===== src/rtl/tcdm_bank_arbiter.sv =====
// rtl/tcdm_bank_arbiter.sv - NumIn-to-1 TCDM bank arbiter with aging and response routing
// Round-robin or external-priority arbitration; a starving requester preempts the normal order.
module tcdm_bank_arbiter #(
  parameter int unsigned NumIn         = 4,
  parameter int unsigned ReqDataWidth  = 32,
  parameter int unsigned RespDataWidth = 32,
  parameter int unsigned RespLat       = 1,
  parameter bit          WriteRespOn   = 1'b1,
  parameter bit          ExtPrio       = 1'b0,
  parameter int unsigned MaxWait       = 15,
  localparam int unsigned PtrW         = (NumIn > 1) ? $clog2(NumIn) : 1
) (
  input  logic                                   clk_i,
  input  logic                                   rst_ni,
  input  logic [NumIn-1:0]                       req_i,
  input  logic [NumIn-1:0]                       wen_i,
  input  logic [NumIn-1:0][ReqDataWidth-1:0]     wdata_i,
  output logic [NumIn-1:0]                       gnt_o,
  output logic [NumIn-1:0]                       vld_o,
  output logic [NumIn-1:0][RespDataWidth-1:0]    rdata_o,
  input  logic [PtrW-1:0]                        rr_i,
  output logic                                   req_o,
  output logic [ReqDataWidth-1:0]                wdata_o,
  input  logic                                   gnt_i,
  input  logic [RespDataWidth-1:0]               rdata_i
);

  localparam int unsigned    AgeW    = $clog2(MaxWait + 1);
  localparam logic [AgeW-1:0] AgeMax  = AgeW'(MaxWait);
  localparam logic [PtrW:0]   NumInW  = (PtrW + 1)'(NumIn);
  localparam logic [PtrW-1:0] LastIdx = PtrW'(NumIn - 1);

  logic [PtrW-1:0]  ptr_q;
  logic [PtrW-1:0]  ptr;
  logic [PtrW-1:0]  winner;
  logic [PtrW-1:0]  win_req;
  logic [PtrW-1:0]  win_starve;
  logic [PtrW:0]    scan;
  logic             any_starve;
  logic             found_req;
  logic             handshake;
  logic [NumIn-1:0] starving;
  logic [AgeW-1:0]  age_q [NumIn];
  logic [RespLat-1:0] pipe_v;
  logic [PtrW-1:0]    pipe_idx [RespLat];

  // An out-of-range external pointer (non power-of-two NumIn) falls back to index 0.
  always_comb begin
    ptr = ptr_q;
    if (ExtPrio) begin
      ptr = (rr_i > LastIdx) ? '0 : rr_i;
    end
  end

  always_comb begin
    starving = '0;
    for (int i = 0; i < NumIn; i++) begin
      starving[i] = req_i[i] && (age_q[i] == AgeMax);
    end
  end

  // Cyclic scan starting at ptr; starving requesters take precedence over plain ones.
  always_comb begin
    any_starve = 1'b0;
    found_req  = 1'b0;
    win_starve = '0;
    win_req    = '0;
    scan       = '0;
    for (int k = 0; k < NumIn; k++) begin
      scan = {1'b0, ptr} + (PtrW + 1)'(k);
      if (scan >= NumInW) begin
        scan = scan - NumInW;
      end
      if (!any_starve && starving[scan[PtrW-1:0]]) begin
        any_starve = 1'b1;
        win_starve = scan[PtrW-1:0];
      end
      if (!found_req && req_i[scan[PtrW-1:0]]) begin
        found_req = 1'b1;
        win_req   = scan[PtrW-1:0];
      end
    end
    winner = any_starve ? win_starve : win_req;
  end

  assign req_o     = |req_i;
  assign handshake = req_o && gnt_i;
  assign wdata_o   = wdata_i[winner];

  always_comb begin
    gnt_o         = '0;
    gnt_o[winner] = handshake;
  end

  always_ff @(posedge clk_i or negedge rst_ni) begin
    if (!rst_ni) begin
      ptr_q <= '0;
    end else if (!ExtPrio && handshake) begin
      ptr_q <= (winner == LastIdx) ? '0 : winner + 1'b1;
    end
  end

  always_ff @(posedge clk_i or negedge rst_ni) begin
    if (!rst_ni) begin
      for (int i = 0; i < NumIn; i++) begin
        age_q[i] <= '0;
      end
    end else begin
      for (int i = 0; i < NumIn; i++) begin
        if (req_i[i] && !gnt_o[i]) begin
          if (age_q[i] != AgeMax) begin
            age_q[i] <= age_q[i] + 1'b1;
          end
        end else begin
          age_q[i] <= '0;
        end
      end
    end
  end

  // Fixed-latency bank: the winner index rides alongside the request until data returns.
  always_ff @(posedge clk_i or negedge rst_ni) begin
    if (!rst_ni) begin
      pipe_v <= '0;
      for (int s = 0; s < RespLat; s++) begin
        pipe_idx[s] <= '0;
      end
    end else begin
      pipe_v[0]   <= handshake && (!wen_i[winner] || WriteRespOn);
      pipe_idx[0] <= winner;
      for (int s = 1; s < RespLat; s++) begin
        pipe_v[s]   <= pipe_v[s-1];
        pipe_idx[s] <= pipe_idx[s-1];
      end
    end
  end

  always_comb begin
    vld_o                        = '0;
    vld_o[pipe_idx[RespLat-1]]   = pipe_v[RespLat-1];
  end

  always_comb begin
    for (int i = 0; i < NumIn; i++) begin
      rdata_o[i] = rdata_i;
    end
  end

endmodule

===== config.mk =====
export PLATFORM = sky130hd
export DESIGN_NAME = tcdm_bank_arbiter
export DESIGN_NICKNAME = d
export VERILOG_FILES = /design/src/rtl/tcdm_bank_arbiter.sv
export SDC_FILE = /design/constraint.sdc
export NUM_CORES = 1
export LEC_CHECK = 0
export CAP_MARGIN = 20
export CORE_AREA = 2 2 131 133
export CTS_CLUSTER_SIZE = 10
export DETAILED_ROUTE_END_ITERATION = 10
export DIE_AREA = 0 0 133 135
export MAX_ROUTING_LAYER = met4
export SYNTH_ARGS = -nofsm -noshare
export SYNTH_HDL_FRONTEND = slang
export SYNTH_SLANG_ARGS = --single-unit

===== constraint.sdc =====
create_clock -name clk_i -period 12.59 [get_ports clk_i]
set_input_delay 3.777 -clock clk_i [delete_from_list [all_inputs] [get_ports clk_i]]
set_output_delay 3.777 -clock clk_i [all_outputs]
set_load 0.005 [all_outputs]

==> reports/summary.txt, run 1 <==
Bufs on Longest Clock Path: 2
Adder-Cell Fraction of Synth Area: 0.0154
Num rows: 47
Post-Syn Nets: 507
Post-synth cell types: 52
Req. time, crit path: 8.81 ns
Ports: 342
DRT met1 WL: 5380 um
Die area: 18000 um2
Count leader, synth: buf_4
Vias: 2625
Simple-gate share of the synthesized area: 0.137
Highest metal used: met4
Post-synth EDFFs: 0
DRC Markers: 0
Initial DRT Pass Iterations: 4
Crit share post-route: 0.887
Buffers on Ports: 175
Gate count of the mapped netlist: 330
Syn. warnings: 0
Vias in the first global route: 2673
Setup crit start kind: input pin
Clock network latency to the later pin of the worst-skew pair: 0.25 ns
Clock power frac: 0.074
Layout cells sized above 1: 0.136
Max frequency: 89.5 MHz
Sw Ratio: 0.396
CORE AREA: 16400 um2
Number of clock sinks: 21
Setup bufs post-CTS: 0
Max-slew headroom: 0.430
Cell mode on critical path: clkdlybuf4s50_1
RSZ-0062 raised after global routing: no
CTS tree: done
Least-Margin Pin Slew: 0.854 ns
Area added between synthesis and finish: 33.2%
Max-Cap Viols: 0
Register share of total power: 0.128
WP buf/inv: 3
Internal: 551 uW
Lkg Pwr: 1.65 nW
Pwr Density: 211 nW/um2
Final setup fails: 0
CTS buffer count: 3
H-tree Lvls: 1
VDD IR-drop max: 0.132 mV
XOR/XNOR Fraction of Synth Area: 0.0108
Routed Antenna Nets: 0
CTS clk-pin slew, worst paths: 0.06 ns
Initial Utilization: 0.198
Top delay family on crit path: buffers and inverters
# hold bufs at CTS: 0
Die H: 135 um
Post-synthesis mux area share: 0.256
Crit path cell chain: clkdlybuf4s50_1 > nand4_2 > and2_1 > mux4_2 > or2_0 > o211ai_4 > buf_12 > mux4_1 > clkdlybuf4s50_1
Final hold slack: 0.595 ns
Most area-hungry cell type in the Yosys netlist: buf_4
Met2 WL post-DR: 5720 um
Initial DRC count: 79
CP max stage cell: clkdlybuf4s50_1
Largest family of logic cells by synthesized area: buffers and inverters
Seq cells post-synth: 21
Critical path peak fanout: 37
Gr usage total: 0.142
Post-synth top area share: 0.295
Async S/R FF share, synth: 1.00
Final Hold Fails: 0
Routed wl met3: 1680 um
Setup TNS: 0 ns
Worst Skew: 0.00193 ns
Clk root buf: clkbuf_16
Nets: 547
Ys flop type: dfrtp_1
Status: complete, no violations
Fill cell count: 1712
Number of cells upsized or downsized after cts: 0
Main area contributors after synthesis: buf_4, mux4_2, dfrtp_1
Post-synth top cells: buf_4, mux4_2, dfrtp_1
Die outline width: 133 um
Initial antenna violation count: 2
Vias/cell: 4.44
Largest net degree at the start of global routing: 38
Final Max Slew Viols: 0
Post-Syn Area: 3250 um2
Combinational power share: 0.798
WL/cell: 22.3 um
Post-Route WL: 13200 um
Synth Area in Compound Gates: 0.0750
Syn_area_per_cell: 9.85 um2
Net Switching: 361 uW
Crit Path Class: input pin to output pin
Min Tclk post-route: 11.17 ns
Largest stage delay, worst path: 0.77 ns
Worst hold path class: register to register
First-pass GRT wire length: 18000 um
Grt ovf: 0
Hpwl dp: 11200 um
GP Congestion: 0.844
Pwr Total: 913 uW
Worst Setup End Kind: output pin
Register area share after synthesis: 0.162
Crit path arrival time: 7.39 ns
cell usage in the layout, fill, tap and decap left out, types with 3 or more instances in the layout:
master and instances:
clkdlybuf4s50_1 175, mux4_2 29, dfrtp_1 21, nor2_1 12, nand2_1 11, nand3_1 11
and3_1 9, inv_1 8, a21oi_1 6, o21ai_0 5, nand4_1 5, nor3_1 5
mux2_2 4, o22ai_1 4, nor3b_1 4, mux4_1 4, ha_1 4, mux2i_1 3
nand3b_1 3, clkbuf_16 3
per-stage QoR:
| stage | instances | setup WS, ns | cell area, um2 | utilization |
|---|---|---|---|---|
| final | 591 | 1.42 | 4330 | 0.264 |
| after global routing | 591 | 1.20 | 4330 | 0.264 |
| after CTS | 588 | 1.35 | 4310 | 0.263 |
| after detailed placement | 584 | 1.37 | 4230 | 0.258 |
| after global placement | 584 | 1.37 | 4230 | 0.258 |
| after floorplan | 330 | 3.08 | 3250 | - |
layer usage:
metal | track usage | vias to the layer above
li1 | - | 1155
met2 | 0.205 | 147
met3 | 0.0743 | 44
met5 | - | -
met1 | 0.170 | 1279
met4 | 0.0436 | 0
state kept, by name (all words and copies together) (netlist names):
register / flops
ptr: 2
age_q: 16
pipe_idx: 2
pipe_v: 1
cells by family (layout without fill, tap and decap cells):
kind of cell / Yosys count / after routing
mux: 40 / 40
buf+inv: 152 / 191
simple gates: 76 / 76
xor+xnor: 4 / 4
flops: 21 / 21
other cells: 0 / 2
fa+ha+maj: 4 / 4
compound gates: 33 / 33
cell type report:
cell class	count	area (um2)	share of cell area
clock inverter	1	5.00	0.00116
clock buffer	3	75.1	0.0173
tap	220	275	0.0636
sequential	21	526	0.121
antenna	2	5.00	0.00116
multi-input combinational	157	1620	0.374
inverter	10	40.0	0.00925
timing repair buffer	177	1790	0.413
power groups by stage:
stage               logic, mW  registers, mW  clock network, mW
floorplan               0.449          0.100                  0
global placement        0.744          0.115                  0
detailed placement      0.739          0.117                  0
CTS                     0.750          0.116             0.0689
global route            0.789          0.121             0.0714
finish                  0.728          0.117             0.0673
worst paths after layout:
kind / startpoint / to / slack (ns) / cells past startpoint
max: req_i[2] / wdata_o[25] / 1.42 / 9
min: age_q[1]$_DFFE_PN0P_ / age_q[1]$_DFFE_PN0P_ / 0.59 / 2
max reg2reg: ptr[0]$_DFFE_PN0P_ / age_q[5]$_DFFE_PN0P_ / 9.38 / 8
min reg2reg: age_q[1]$_DFFE_PN0P_ / age_q[1]$_DFFE_PN0P_ / 0.59 / 2
max in group asynchronous: rst_ni / age_q[7]$_DFFE_PN0P_ / 8.36 / 2
min in group asynchronous: rst_ni / age_q[10]$_DFFE_PN0P_ / 3.80 / 1
tightest hold or removal path, stage by stage, from the launching register on:
cell	delay [ns]
dfrtp_1	0.38
mux2i_1	0.09
nor2_1	0.08
Note: power is estimated with default switching activity, not from simulation.
==> run 2, diff against run 1 <==
--- a/config.mk
+++ b/config.mk
@@ -6,10 +6,10 @@
 export NUM_CORES = 1
 export LEC_CHECK = 0
 export CAP_MARGIN = 20
-export CORE_AREA = 2 2 131 133
+export CORE_AREA = 2 2 132 134
 export CTS_CLUSTER_SIZE = 10
 export DETAILED_ROUTE_END_ITERATION = 10
-export DIE_AREA = 0 0 133 135
+export DIE_AREA = 0 0 134 136
 export MAX_ROUTING_LAYER = met4
 export SYNTH_ARGS = -nofsm -noshare
 export SYNTH_HDL_FRONTEND = slang
==> constraint.sdc (replaced) <==
create_clock -name clk_i -period 12.6 [get_ports clk_i]
set_input_delay 3.78 -clock clk_i [delete_from_list [all_inputs] [get_ports clk_i]]
set_output_delay 3.78 -clock clk_i [all_outputs]
set_load 0.005 [all_outputs]
==> run 2 against run 1 <==
  * Clock-buffer cell count did not move
  * Clock power rose by 4.3%
  * Cell area rose by 0.43%
  * First-iteration DRC count rose by 110%
  * Critical path depth did not move
  * Critical path type unchanged
  * Die area rose by 1.5%
  * Sequential share of layout area fell by 0.052 points
  * Largest cell class unchanged
  * Utilization fell by 0.62 points
  * Setup slack got worse by 0.025 ns
==> reports/summary.txt, run 2 (synthesis gave the netlist of run 1 again) <==
Status: complete, no violations (unchanged)
Setup bufs post-CTS: 0 (unchanged)
Initial Utilization: 0.193 (was 0.198)
Die area: 18200 um2 (was 18000 um2)
CTS tree: done (unchanged)
Worst hold path class: register to register (unchanged)
Final Hold Fails: 0 (unchanged)
Hpwl dp: 9500 um (was 11200 um)
Area added between synthesis and finish: 33.7% (was 33.2%)
DRC Markers: 0 (unchanged)
Vias/cell: 4.31 (was 4.44)
Die outline width: 134 um (was 133 um)
Multi-input logic area: 1620 um2 (unchanged)
Most flop-heavy register: age_q (unchanged)
Routed Antenna Nets: 0 (unchanged)
WL/cell: 19.3 um (was 22.3 um)
First-pass GRT wire length: 16100 um (was 18000 um)
Initial DRT Pass Iterations: 4 (unchanged)
Largest net degree at the start of global routing: 38 (unchanged)
Layout cells sized above 1: 0.136 (unchanged)
Gr usage total: 0.120 (was 0.142)
Crit Path Class: input pin to output pin (unchanged)
Commonest non-fill, non-tap cell in the layout: clkdlybuf4s50_1 (unchanged)
Least-Margin Pin Slew: 0.802 ns (was 0.854 ns)
Number of cells upsized or downsized after cts: 0 (unchanged)
Final setup fails: 0 (unchanged)
Crit path arrival time: 7.42 ns (was 7.39 ns)
Ports: 342 (unchanged)
Initial antenna violation count: 2 (unchanged)
Clock network latency to the later pin of the worst-skew pair: 0.26 ns (was 0.25 ns)
Setup TNS: 0 ns (unchanged)
Sequential Area: 526 um2 (unchanged)
CORE AREA: 16900 um2 (was 16400 um2)
Die H: 136 um (was 135 um)
CTS buffer count: 3 (unchanged)
Buffers on Ports: 175 (unchanged)
Critical path peak fanout: 37 (unchanged)
Worst Skew: 0.00199 ns (was 0.00193 ns)
Worst Setup End Kind: output pin (unchanged)
Vias in the first global route: 2613 (was 2673)
Most frequent cells in the layout: clkdlybuf4s50_1, mux4_2, dfrtp_1 (unchanged)
Max-slew headroom: 0.465 (was 0.430)
Final WS setup: 1.40 ns (was 1.42 ns)
Post-Route WL: 11500 um (was 13200 um)
Pwr Density: 203 nW/um2 (was 211 nW/um2)
Number of clock sinks: 21 (unchanged)
Post-Place Setup Slack: 1.37 ns (about the same)
Largest register FFs: 16 (unchanged)
# hold bufs at CTS: 0 (unchanged)
Clk root buf: clkbuf_16 (unchanged)
RSZ-0062 raised after global routing: no (unchanged)
Fill cell count: 1751 (was 1712)
Num rows: 48 (was 47)
Max frequency: 89.3 MHz
GP Congestion: 0.779 (was 0.844)
VDD IR-drop max: 0.127 mV (was 0.132 mV)
Grt ovf: 0 (unchanged)
H-tree Lvls: 1 (unchanged)
Nets: 547 (unchanged)
Setup crit start kind: input pin (unchanged)
Req. time, crit path: 8.82 ns (was 8.81 ns)
Vias: 2566 (was 2625)
Post-Route Utilization: 0.258 (was 0.264)
Final Max Slew Viols: 0 (unchanged)
Bufs on Longest Clock Path: 2 (unchanged)
Lkg Pwr: 1.65 nW (about the same)
Max-Cap Viols: 0 (unchanged)
Crit share post-route: 0.889
Min Tclk post-route: 11.20 ns
CTS clk-pin slew, worst paths: 0.06 ns (about the same)
Initial DRC count: 162 (was 79)
-- run 2: path summary, 6_finish.rpt --
path	startpoint	end	slack, ns	depth (start not counted)
setup / recovery	req_i[2]	wdata_o[18]	1.40	9
hold / removal	age_q[12]$_DFFE_PN0P_	age_q[12]$_DFFE_PN0P_	0.58	2
setup reg to reg	ptr[0]$_DFFE_PN0P_	age_q[5]$_DFFE_PN0P_	9.38	8
hold reg to reg	age_q[12]$_DFFE_PN0P_	age_q[12]$_DFFE_PN0P_	0.58	2
max in group asynchronous	rst_ni	age_q[7]$_DFFE_PN0P_	8.44	2
min in group asynchronous	rst_ni	age_q[12]$_DFFE_PN0P_	3.77	1
-- run 2: power by group --
part / switching [mW] / internal (mW)
clock: 0.0274 / 0.0428
combinational: 0.276 / 0.422
sequential: 0.0295 / 0.0859
total: 0.333 / 0.550
-- run 2: area by class of cell --
class	count	area share
inverters	10	0.00921
clock buffers	3	0.0173
well taps	225	0.0647
clock inverters	1	0.00115
repair buffers	177	0.414
flip-flops and latches	21	0.121
diodes	2	0.00115
multi-input cells	157	0.372
-- run 2: worst max-delay path, cell delays in order --
cell and delay, ns:
clkdlybuf4s50_1 0.77, nand4_2 0.24, and2_1 0.23, mux4_2 0.47
or2_0 0.27, o211ai_4 0.20, buf_12 0.28, mux4_1 0.66
clkdlybuf4s50_1 0.48
-- run 2: per-stage QoR --
step	power (mW)	std cells	area (um2)	hold WS (ns)
floorplan	0.549	330	3250	0.536
global placement	0.817	589	4240	0.557
detailed placement	0.823	589	4240	0.577
CTS	0.900	593	4320	0.587
global route	0.955	596	4350	0.626
finish	0.883	596	4350	0.580
-- run 2: layer usage --
metal	share of wire	wire (um)	track usage
met1	0.40	4550	0.148
met2	0.45	5200	0.172
met3	0.12	1420	0.0537
met4	0.026	302	0.0467
met5	0	0	-
==> run 3, diff against run 2 <==
--- a/config.mk
+++ b/config.mk
@@ -11,6 +11,7 @@
 export DETAILED_ROUTE_END_ITERATION = 10
 export DIE_AREA = 0 0 134 136
 export MAX_ROUTING_LAYER = met4
+export RECOVER_POWER = 100
 export SYNTH_ARGS = -nofsm -noshare
 export SYNTH_HDL_FRONTEND = slang
 export SYNTH_SLANG_ARGS = --single-unit
==> constraint.sdc (replaced) <==
create_clock -name clk_i -period 12.6 [get_ports clk_i]
set_input_delay 3.78 -clock clk_i [delete_from_list [all_inputs] [get_ports clk_i]]
set_output_delay 3.78 -clock clk_i [all_outputs]
set_load 0.05 [all_outputs]
==> run 3 against run 2 <==
  * Sequential cell count unchanged
  * First-iteration DRC count decreased by 8.6%
  * Cell area decreased by 1.5%
  * Clock-buffer cell count unchanged
  * Cell count unchanged
  * Utilization decreased by 0.39 points
  * Critical endpoint is now gnt_o[0]
  * Wire length decreased by 1.1%
==> reports/summary.txt, run 3 (synthesis gave the netlist of run 1 again) <==
Initial Utilization: 0.193 (unchanged)
Critical path peak fanout: 37 (unchanged)
Final setup fails: 0 (unchanged)
Setup TNS: 0 ns (unchanged)
Vias/cell: 4.28 (was 4.31)
Number of cells upsized or downsized after cts: 0 (unchanged)
VDD IR-drop max: 0.225 mV (was 0.127 mV)
Largest register FFs: 16 (unchanged)
Pwr Density: 277 nW/um2 (was 203 nW/um2)
Max-Cap Viols: 0 (unchanged)
Die outline width: 134 um (unchanged)
Ports: 342 (unchanged)
Status: complete, no violations (unchanged)
Num rows: 48 (unchanged)
Gr usage total: 0.119 (was 0.120)
Lkg Pwr: 1.64 nW (was 1.65 nW)
Layout cells sized above 1: 0.117 (was 0.136)
Setup crit start kind: input pin (unchanged)
R2R Setup Slk: 9.37 ns (was 9.38 ns)
Crit share post-route: 0.932 (was 0.889)
Routed Antenna Nets: 0 (unchanged)
Max frequency: 85.2 MHz (was 89.3 MHz)
Buffers on Ports: 175 (unchanged)
Initial DRT Pass Iterations: 5 (was 4)
Most frequent cells in the layout: clkdlybuf4s50_1, dlygate4sd3_1, mux4_2 (was clkdlybuf4s50_1, mux4_2, dfrtp_1)
Crit Path Class: input pin to output pin (unchanged)
Vias: 2553 (was 2566)
Vias in the first global route: 2524 (was 2613)
Setup bufs post-CTS: 0 (unchanged)
CTS tree: done (unchanged)
Commonest non-fill, non-tap cell in the layout: clkdlybuf4s50_1 (unchanged)
# hold bufs at CTS: 0 (unchanged)
RSZ-0062 raised after global routing: no (unchanged)
Least-Margin Pin Slew: 0.784 ns (was 0.802 ns)
CTS buffer count: 3 (unchanged)
Area added between synthesis and finish: 31.7% (was 33.7%)
Initial DRC count: 148 (was 162)
Initial antenna violation count: 2 (unchanged)
Clock network latency to the later pin of the worst-skew pair: 0.26 ns (about the same)
GP Congestion: 0.809 (was 0.779)
Post-Route Utilization: 0.254 (was 0.258)
Bufs on Longest Clock Path: 2 (unchanged)
Number of clock sinks: 21 (unchanged)
Post-Route WL: 11300 um (was 11500 um)
Worst Skew: 0.00241 ns (was 0.00199 ns)
Worst hold path class: register to register (unchanged)
Final Hold Fails: 0 (unchanged)
Final Max Slew Viols: 0 (unchanged)
Grt ovf: 0 (unchanged)
Hpwl dp: 9450 um (was 9500 um)
WL/cell: 19.0 um (was 19.3 um)
H-tree Lvls: 1 (unchanged)
Nets: 547 (unchanged)
DRC Markers: 0 (unchanged)
First-pass GRT wire length: 16000 um (was 16100 um)
Min Tclk post-route: 11.74 ns (was 11.20 ns)
Worst Setup End Kind: output pin (unchanged)
Most flop-heavy register: age_q (unchanged)
Largest net degree at the start of global routing: 38 (unchanged)
CORE AREA: 16900 um2 (unchanged)
Crit path arrival time: 7.96 ns (was 7.42 ns)
Max-slew headroom: 0.477 (was 0.465)
CTS clk-pin slew, worst paths: 0.06 ns (about the same)
Clk root buf: clkbuf_16 (unchanged)
Req. time, crit path: 8.82 ns (about the same)
Die area: 18200 um2 (unchanged)
Die H: 136 um (unchanged)
==> run 3: path summary, 6_finish.rpt <==
path                       cells past startpoint                   from                     to
setup / recovery                              10               req_i[2]               gnt_o[0]
hold / removal                                 2  age_q[12]$_DFFE_PN0P_  age_q[12]$_DFFE_PN0P_
setup reg to reg                               8     ptr[0]$_DFFE_PN0P_   age_q[7]$_DFFE_PN0P_
hold reg to reg                                2  age_q[12]$_DFFE_PN0P_  age_q[12]$_DFFE_PN0P_
max in group asynchronous                      2                 rst_ni  pipe_idx[1]$_DFF_PN0_
min in group asynchronous                      1                 rst_ni  age_q[12]$_DFFE_PN0P_
==> run 3: cell type report <==
type	count	area (um2)
flip-flops and latches	21	526
clock inverters	1	5.00
multi-input cells	157	1580
repair buffers	177	1780
inverters	10	38.8
diodes	2	5.00
well taps	225	282
fillers	1761	12600
clock buffers	3	75.1
==> run 3: stage by stage <==
step	setup slack [ns]	std cells	instance area [um2]	power (mW)	hold slack (ns)
detailed placement	1.13	589	4240	1.18	0.583
finish	0.858	596	4280	1.19	0.582
CTS	1.11	593	4320	1.26	0.591
global placement	1.17	589	4240	1.17	0.556
global route	0.598	596	4280	1.25	0.642
floorplan	2.66	330	3250	0.992	0.536
==> run 3: routing by layer <==
metal | GRT usage | share of wire | routed length [um] | vias up
li1 | - | - | - | 1155
met1 | 0.150 | 0.40 | 4590 | 1229
met2 | 0.174 | 0.46 | 5240 | 139
met3 | 0.0474 | 0.11 | 1280 | 30
met4 | 0.0426 | 0.021 | 235 | 0
met5 | - | 0 | 0 | -
==> run 3: power breakdown <==
group / total [mW] / internal [mW] / switching [mW] / leakage, nW
Sequential: 0.116 / 0.0859 / 0.0297 / 0.274
Clock: 0.0699 / 0.0427 / 0.0272 / 0.0409
Combinational: 1.00 / 0.378 / 0.622 / 1.33
==> run 3: worst max-delay path, stage by stage <==
cell,delay [ns]
dlygate4sd3_1,0.83
nand4_1,0.30
and2_0,0.25
mux4_2,0.46
or2_0,0.21
o211ai_1,0.26
buf_12,0.30
clkinvlp_2,0.25
nor3_2,0.36
dlygate4sd3_1,0.94
